$ cat src/rtl/sobel_row_window.sv
// Three-row sliding window between the memory reader and the Sobel accelerator cores.
// Define SOBEL_ROW_WINDOW_STATS_EN to add the stat_windows consumed-window counter.
module sobel_row_window #(
    parameter int NUM_SOBEL_ACCELERATORS = 4,
    parameter int SOBEL_IDATA_WIDTH      = (NUM_SOBEL_ACCELERATORS + 2) * 8,
    parameter int ROW_CNT_WIDTH          = 10
) (
    input  logic                         clk,
    input  logic                         reset,
    input  logic                         start,
    input  logic [ROW_CNT_WIDTH-1:0]     num_rows,
    input  logic [SOBEL_IDATA_WIDTH-1:0] mrd2srow_data,
    input  logic                         mrd2srow_valid,
    output logic                         srow2mrd_ready,
    output logic [SOBEL_IDATA_WIDTH-1:0] srow2sacc_row1_data,
    output logic [SOBEL_IDATA_WIDTH-1:0] srow2sacc_row2_data,
    output logic [SOBEL_IDATA_WIDTH-1:0] srow2sacc_row3_data,
    output logic                         srow2swt_valid,
    input  logic                         swt2srow_ready,
    output logic                         srow2sctl_strip_done
`ifdef SOBEL_ROW_WINDOW_STATS_EN
    ,
    output logic [15:0]                  stat_windows
`endif
);

    typedef enum logic [1:0] {IDLE, FILL, STREAM, DONE} state_t;

    state_t                   state;
    logic [ROW_CNT_WIDTH-1:0] rows_in;
    logic [ROW_CNT_WIDTH-1:0] num_rows_q;
    logic                     accept;
    logic                     consume;

    assign accept  = mrd2srow_valid && srow2mrd_ready;
    assign consume = srow2swt_valid && swt2srow_ready;

    // In STREAM a new row may only replace the window once the writer has taken it.
    always_comb begin
        srow2mrd_ready = 1'b0;
        case (state)
            FILL:    srow2mrd_ready = 1'b1;
            STREAM:  srow2mrd_ready = (!srow2swt_valid || swt2srow_ready) && (rows_in < num_rows_q);
            default: srow2mrd_ready = 1'b0;
        endcase
    end

    assign srow2sctl_strip_done = (state == DONE);

    always_ff @(posedge clk) begin
        if (reset) begin
            state               <= IDLE;
            rows_in             <= '0;
            num_rows_q          <= '0;
            srow2sacc_row1_data <= '0;
            srow2sacc_row2_data <= '0;
            srow2sacc_row3_data <= '0;
            srow2swt_valid      <= 1'b0;
        end else begin
            if (accept) begin
                srow2sacc_row1_data <= srow2sacc_row2_data;
                srow2sacc_row2_data <= srow2sacc_row3_data;
                srow2sacc_row3_data <= mrd2srow_data;
                rows_in             <= rows_in + 1'b1;
            end
            case (state)
                IDLE: begin
                    if (start) begin
                        num_rows_q <= num_rows;
                        rows_in    <= '0;
                        state      <= (num_rows >= ROW_CNT_WIDTH'(3)) ? FILL : DONE;
                    end
                end
                FILL: begin
                    if (accept && rows_in == ROW_CNT_WIDTH'(2)) begin
                        srow2swt_valid <= 1'b1;
                        state          <= STREAM;
                    end
                end
                STREAM: begin
                    // Once every row is in, consuming the window means the strip is finished.
                    if (accept) begin
                        srow2swt_valid <= 1'b1;
                    end else if (consume) begin
                        srow2swt_valid <= 1'b0;
                        if (rows_in == num_rows_q) begin
                            state <= DONE;
                        end
                    end
                end
                default: state <= IDLE;
            endcase
        end
    end

`ifdef SOBEL_ROW_WINDOW_STATS_EN
    always_ff @(posedge clk) begin
        if (reset) begin
            stat_windows <= '0;
        end else if (consume) begin
            stat_windows <= stat_windows + 16'd1;
        end
    end
`endif

endmodule

$ cat config.mk
export PLATFORM = sky130hd
export DESIGN_NAME = sobel_row_window
export DESIGN_NICKNAME = d
export VERILOG_FILES = /design/src/rtl/sobel_row_window.sv
export SDC_FILE = /design/constraint.sdc
export NUM_CORES = 1
export LEC_CHECK = 0
export CELL_PAD_IN_SITES_DETAIL_PLACEMENT = 1
export CELL_PAD_IN_SITES_GLOBAL_PLACEMENT = 1
export CORE_ASPECT_RATIO = 0.5
export CORE_UTILIZATION = 29
export DETAILED_ROUTE_END_ITERATION = 12
export HOLD_SLACK_MARGIN = 0.06
export PLACE_DENSITY_LB_ADDON = 0.1
export SLEW_MARGIN = 10
export SYNTH_ARGS = -nofsm -noshare
export SYNTH_HDL_FRONTEND = slang
export SYNTH_SLANG_ARGS = --single-unit
$ cat constraint.sdc
create_clock -name clk -period 6.2 [get_ports clk]
set_clock_uncertainty 0.15 [all_clocks]
set_input_delay 0.93 -clock clk [delete_from_list [all_inputs] [get_ports clk]]
set_output_delay 0.93 -clock clk [all_outputs]
set_load 0.02 [all_outputs]
### After elaboration in Yosys (flattened, before gate mapping)

Index checks and enable logic that the tools add are counted.
Widths: inputs -> output; s select.

* eq/ne operators: 11
* mux-type cells: 15
* reduce and logical (&&, ||, !) cells: 11
* $add $sub $neg: 1
* magnitude comparators: 2

Operator list (number)
* $mux 10: 3
* $mux 2: 6
* $add 10x1->10 const B: 1
* $eq 10x10->1: 1
* $eq 10x2->1 const B: 1
* $ge 10x2->1 const B: 1
* $lt 10x10->1: 1
* $ne 2x2->1 const B: 5
* $pmux 2 s3: 1
* $reduce_and 5->1: 1
* $eq 2x2->1 const B: 2
* $logic_and 1x1->1: 4
* $pmux 1 s2: 2
* $mux 1: 3
* $ne 3x3->1 const B: 1
* $reduce_and 3->1: 1
* $eq 2x1->1 const B: 1
* $logic_not 2->1: 1
* $reduce_and 2->1: 1
* $reduce_bool 2->1: 1
* $logic_not 1->1: 1
* $logic_or 1x1->1: 1

* word-level logic and storage cells: 47
* output and inout bits: 147
* input bits: 63
* register bits: 167

### Logic depth before layout (Yosys ltp)

* depth after elaboration: 8
* depth in mapped cells: 11
* mapped depth without buffers: 8

### Least setup slack after synthesis

No wires, ideal clock.

* path kind: input to output
* from: in swt2srow_ready
* to: out srow2mrd_ready
* data arrival time: 1627 ps
* path buffers: 0
* required time: 5120 ps
* path slack: 3493 ps
* stages: 5
* cell sequence: nand2b_1 > o2111a_1 > o21ai_0 > nor2_1 > o21a_1

* word-level cells in the longest chain between the ends: 3

Ends and longest elaborated chain
* start, declared: line 19 `input logic swt2srow_ready,`
* $logic_or 1x1->1: line 43 `STREAM: srow2mrd_ready = (!srow2swt_valid || swt2srow_ready) && (rows_in < num_rows_q);`
* $logic_and 1x1->1: line 43
* $pmux 1 s2: line 41 `case (state)`
* end, declared: line 14 `output logic srow2mrd_ready,`

No other way between the ends.

### Worst setup path in the final report

Same ends and word-level chain as after synthesis.

==> metrics.txt <==
# TYPE chip_impl_metric gauge
chip_impl_info{name="result_of_the_run",value="finished, final reports clean"} 1
chip_impl_metric{name="diodes",unit=""} 0
chip_impl_metric{name="clock_tree.buffer_depth",unit=""} 2
chip_impl_metric{name="layout_min_cycle_time",unit="ns"} 3.82
chip_impl_metric{name="grt_overflow_total",unit=""} 0
chip_impl_metric{name="antenna_found_initial",unit=""} 0
chip_impl_metric{name="grt_pass1_vias",unit=""} 5822
chip_impl_metric{name="drt-wirelength-per-cell",unit="µm"} 15.5
chip_impl_info{name="critical_path.cell_chain",value="clkdlybuf4s50_1, nand2b_1, o2111a_1, o21ai_0, nor2_1, o21a_1, clkdlybuf4s50_1"} 1
chip_impl_metric{name="syn-cell-area",unit="µm²"} 6360
chip_impl_metric{name="synth_sequential_area_ratio",unit="%"} 52.6
chip_impl_metric{name="yosysWarningCount",unit=""} 0
chip_impl_metric{name="timing.setup.tns",unit="ns"} 0
chip_impl_metric{name="dieWidth",unit="µm"} 211
chip_impl_info{name="postSynth.topFlopCell",value="dfxtp_1"} 1
chip_impl_metric{name="synth_xor_xnor_area_share",unit="%"} 1.24
chip_impl_metric{name="power.ir.vdd_worst",unit="mV"} 0.162
chip_impl_metric{name="relative_slew_slack",unit="%"} 30.5
chip_impl_metric{name="post-route-util",unit="%"} 44.2
chip_impl_metric{name="dr.first_iter.drc_count",unit=""} 237
chip_impl_metric{name="avgSynthCellArea",unit="µm²"} 7.96
chip_impl_metric{name="drt.antenna.violating_nets",unit=""} 0
chip_impl_metric{name="clk-insertion-delay-late",unit="ns"} 0.44
chip_impl_metric{name="synth_simple_gate_area_share",unit="%"} 22.5
chip_impl_info{name="timing.critical_path.slowest_stage_cell",value="clkdlybuf4s50_1"} 1
chip_impl_info{name="worstReg2RegStart",value="rows_in[7]$_SDFF_PP0_"} 1
chip_impl_info{name="timing_worst_setup_path_type",value="in -> out"} 1
chip_impl_info{name="mostFrequentLayoutCells",value="nand2_1 (313), clkdlybuf4s50_1 (208), dfxtp_1 (167), a21oi_1 (157)"} 1
chip_impl_metric{name="post-cts-setup-buffers",unit=""} 0
chip_impl_metric{name="synth-edff-count",unit=""} 0
chip_impl_metric{name="global_route_usage_sum",unit="%"} 17.8
chip_impl_metric{name="worst-r2r-setup-slack",unit="ns"} 2.77
chip_impl_metric{name="leak_pwr",unit="µW"} 0.00306
chip_impl_metric{name="final_min_period_over_clock_period",unit="%"} 61.6
chip_impl_metric{name="h-tree-depth",unit=""} 4
chip_impl_metric{name="synth.distinct_cells",unit=""} 36
chip_impl_info{name="crit_family",value="buffers and inverters"} 1
chip_impl_metric{name="synth_fp_nets",unit=""} 879
chip_impl_metric{name="post_synthesis_cells",unit=""} 799
chip_impl_metric{name="dr_total_vias",unit=""} 5841
chip_impl_metric{name="yosys.area_share.adder",unit="%"} 3.35
chip_impl_info{name="worstReg2RegEnd",value="srow2sacc_row2_data[37]$_SDFFE_PP0P_"} 1
chip_impl_metric{name="report.final.setup_viol",unit=""} 0
chip_impl_info{name="clockRootBuffer",value="clkbuf_16"} 1
chip_impl_metric{name="dpl.hpwl",unit="mm"} 13.6
chip_impl_metric{name="crit_path_max_fanout",unit=""} 2
chip_impl_metric{name="cts_inserted_buffers",unit=""} 17
chip_impl_metric{name="cp_data_required_time",unit="ns"} 5.12
chip_impl_metric{name="grt_pass1_wl",unit="mm"} 31.2
chip_impl_info{name="grt_setup_unrepaired",value="false"} 1
chip_impl_metric{name="io-pin-count",unit=""} 210
chip_impl_metric{name="floorplan.die_area",unit="µm²"} 22600
chip_impl_metric{name="reg2reg_depth",unit=""} 8
chip_impl_info{name="hp-class",value="reg -> reg"} 1
chip_impl_info{name="setup.worst_path.start",value="swt2srow_ready"} 1
chip_impl_metric{name="area.growth.synth_to_final",unit="%"} 45.9
chip_impl_info{name="cpMostUsedCell",value="clkdlybuf4s50_1"} 1
chip_impl_metric{name="final_hold_viol_count",unit=""} 0
chip_impl_metric{name="worst_pin_slew",unit="ns"} 1.04
chip_impl_metric{name="first_pass_iters",unit=""} 4
chip_impl_metric{name="final_layout_size_suffix_gt1_share",unit="%"} 4.34
chip_impl_info{name="layout.cells.most_common",value="nand2_1"} 1
chip_impl_info{name="crit_path_end_kind",value="output port"} 1
chip_impl_metric{name="synth.ff_latch_count",unit=""} 167
chip_impl_metric{name="synth-compound-area-share",unit="%"} 14.9
chip_impl_metric{name="pin_count_of_the_biggest_net_entering_global_routing",unit=""} 99
chip_impl_metric{name="rows",unit=""} 37
chip_impl_metric{name="num-nets-final",unit=""} 1058
chip_impl_metric{name="cts_num_sinks",unit=""} 167
chip_impl_metric{name="crit_arrival",unit="ns"} 2.74
chip_impl_metric{name="slowest_delay",unit="ns"} 0.60
chip_impl_metric{name="synthMuxAreaShare",unit="%"} 0.177
chip_impl_info{name="synth_top_family_by_area",value="simple AND/OR/NAND/NOR gates"} 1
chip_impl_metric{name="async_flop_share",unit="%"} 0
chip_impl_metric{name="post_cts_hold_buffer_count",unit=""} 0
chip_impl_metric{name="cts.repair.resized",unit=""} 0
chip_impl_metric{name="route.detailed.vias_per_inst",unit=""} 4.55
chip_impl_metric{name="cap_violations",unit=""} 0
chip_impl_metric{name="achievable-frequency",unit="MHz"} 262
chip_impl_metric{name="chipHeight",unit="µm"} 107
chip_impl_metric{name="post-route-drc-count",unit=""} 0
chip_impl_info{name="tritoncts_clock_tree",value="done"} 1
chip_impl_metric{name="power.density_cell_area",unit="nW/µm²"} 320
chip_impl_metric{name="routed_wirelength",unit="mm"} 19.9
chip_impl_metric{name="coreArea",unit="µm²"} 21000
chip_impl_metric{name="fillers",unit=""} 2508
chip_impl_metric{name="floorplan.initialDensity",unit="%"} 30.3
chip_impl_info{name="critical_path.startpoint_type",value="input port"} 1
chip_impl_metric{name="final_weighted_congestion_in_routability_driven_placement",unit=""} 0.773
chip_impl_metric{name="clkSlewWorstSetupHoldPaths",unit="ns"} 0.07
chip_impl_metric{name="critPathBufInv",unit=""} 2
chip_impl_metric{name="portBuffers",unit=""} 209
chip_impl_metric{name="final-max-slew-violation-count",unit=""} 0
chip_impl_info{name="critical_path_destination",value="srow2mrd_ready"} 1
chip_impl_metric{name="path_depth",unit=""} 7
==> logic make-up after synthesis <==
| family | after synthesis |
|---|---|
| AOI/OAI and AO/OA | 175 |
| adders and majority gates | 17 |
| xor gates and xnor gates | 9 |
| muxes | 1 |
| buffers and inverters | 69 |
| and+or+nand+nor | 361 |
| DFF | 167 |
==> worst reg2reg max path, cell delays in order, from the launching register on <==
cell and delay [ns]:
dfxtp_1 0.39, ha_1 0.33, a211oi_1 0.07, o2111a_1 0.27, o21ai_1 0.65, or2_4 0.73, buf_12 0.40, nand2_1 0.20
a21oi_1 0.17
==> metal layers <==
metal	up-vias	wire [µm]	track usage, %
met1	2747	9270	22.5
li1	2961	-	-
met4	0	304	6.42
met5	-	0	0
met2	111	8980	27.6
met3	22	1310	6.80
==> registers in the layout, indices dropped and copies added, names as in the netlist <==
register / count
srow2swt_valid: 1
srow2sacc_row1_data: 48
num_rows_q: 10
rows_in: 10
srow2sacc_row3_data: 48
srow2sacc_row2_data: 48
state: 2
==> synthesized netlist by cell type (all sizes together) (2+ instances only) <==
cell type | number | area share, %
nor3 | 6 | 0.47
a21oi | 157 | 12
o21a | 2 | 0.24
nor2b | 2 | 0.20
dfxtp | 167 | 53
nand2 | 313 | 18
nand4 | 5 | 0.49
and2 | 2 | 0.20
nor2 | 15 | 0.89
o41ai | 2 | 0.28
a311oi | 2 | 0.55
o21ai | 4 | 0.31
nor4 | 6 | 0.59
clkbuf | 24 | 1.4
xnor2 | 9 | 1.2
ha | 17 | 3.3
buf | 30 | 3.0
a211oi | 4 | 0.47
nand3 | 4 | 0.31
inv | 15 | 0.89
nand2b | 3 | 0.30
==> stage by stage <==
step | hold slack, ns | instances | setup WS (ns) | total power, µW | instance area [µm²]
3_3_place_gp | 0.292 | 1251 | 2.23 | 1750 | 8600
6_report | 0.303 | 1283 | 2.38 | 2970 | 9280
2_1_floorplan | 0.286 | 799 | 3.49 | 1550 | 6360
4_1_cts | 0.306 | 1283 | 2.37 | 3020 | 9280
5_1_grt | 0.329 | 1283 | 2.29 | 3120 | 9280
3_5_place_dp | 0.297 | 1251 | 2.16 | 1760 | 8600
==> how the worst min path moves through the flow <==
stage | startpoint | end | slack (ns) | cells after the start
after floorplan | num_rows_q[1]$_SDFFE_PP0P_ | num_rows_q[1]$_SDFFE_PP0P_ | 0.29 | 2
after global placement | srow2sacc_row1_data[11]$_SDFFE_PP0P_ | srow2sacc_row1_data[11]$_SDFFE_PP0P_ | 0.29 | 2
after detailed placement | srow2sacc_row1_data[6]$_SDFFE_PP0P_ | srow2sacc_row1_data[6]$_SDFFE_PP0P_ | 0.30 | 2
after CTS | srow2sacc_row1_data[6]$_SDFFE_PP0P_ | srow2sacc_row1_data[6]$_SDFFE_PP0P_ | 0.31 | 2
after global routing | srow2sacc_row1_data[40]$_SDFFE_PP0P_ | srow2sacc_row1_data[40]$_SDFFE_PP0P_ | 0.33 | 2
final | srow2sacc_row1_data[16]$_SDFFE_PP0P_ | srow2sacc_row1_data[16]$_SDFFE_PP0P_ | 0.30 | 2
==> area by class of cell <==
cell class              instances  area (µm²)  area share, %
multi-input cells             563        2690           29.0
inverters                      15        56.3          0.607
clock inverters                14         245           2.64
clock buffers                  18         439           4.73
well taps                     292         365           3.94
flip-flops and latches        167        3340           36.0
repair buffers                214        2140           23.1
==> report_power, final <==
| group | leakage [µW] | total (µW) | internal (µW) | switching (µW) |
|---|---|---|---|---|
| Sequential | 0.00135 | 1170 | 1130 | 43.0 |
| Clock | 0.000337 | 1240 | 772 | 469 |
| Combinational | 0.00138 | 555 | 203 | 352 |
Note: power is estimated with default switching activity, not from simulation.
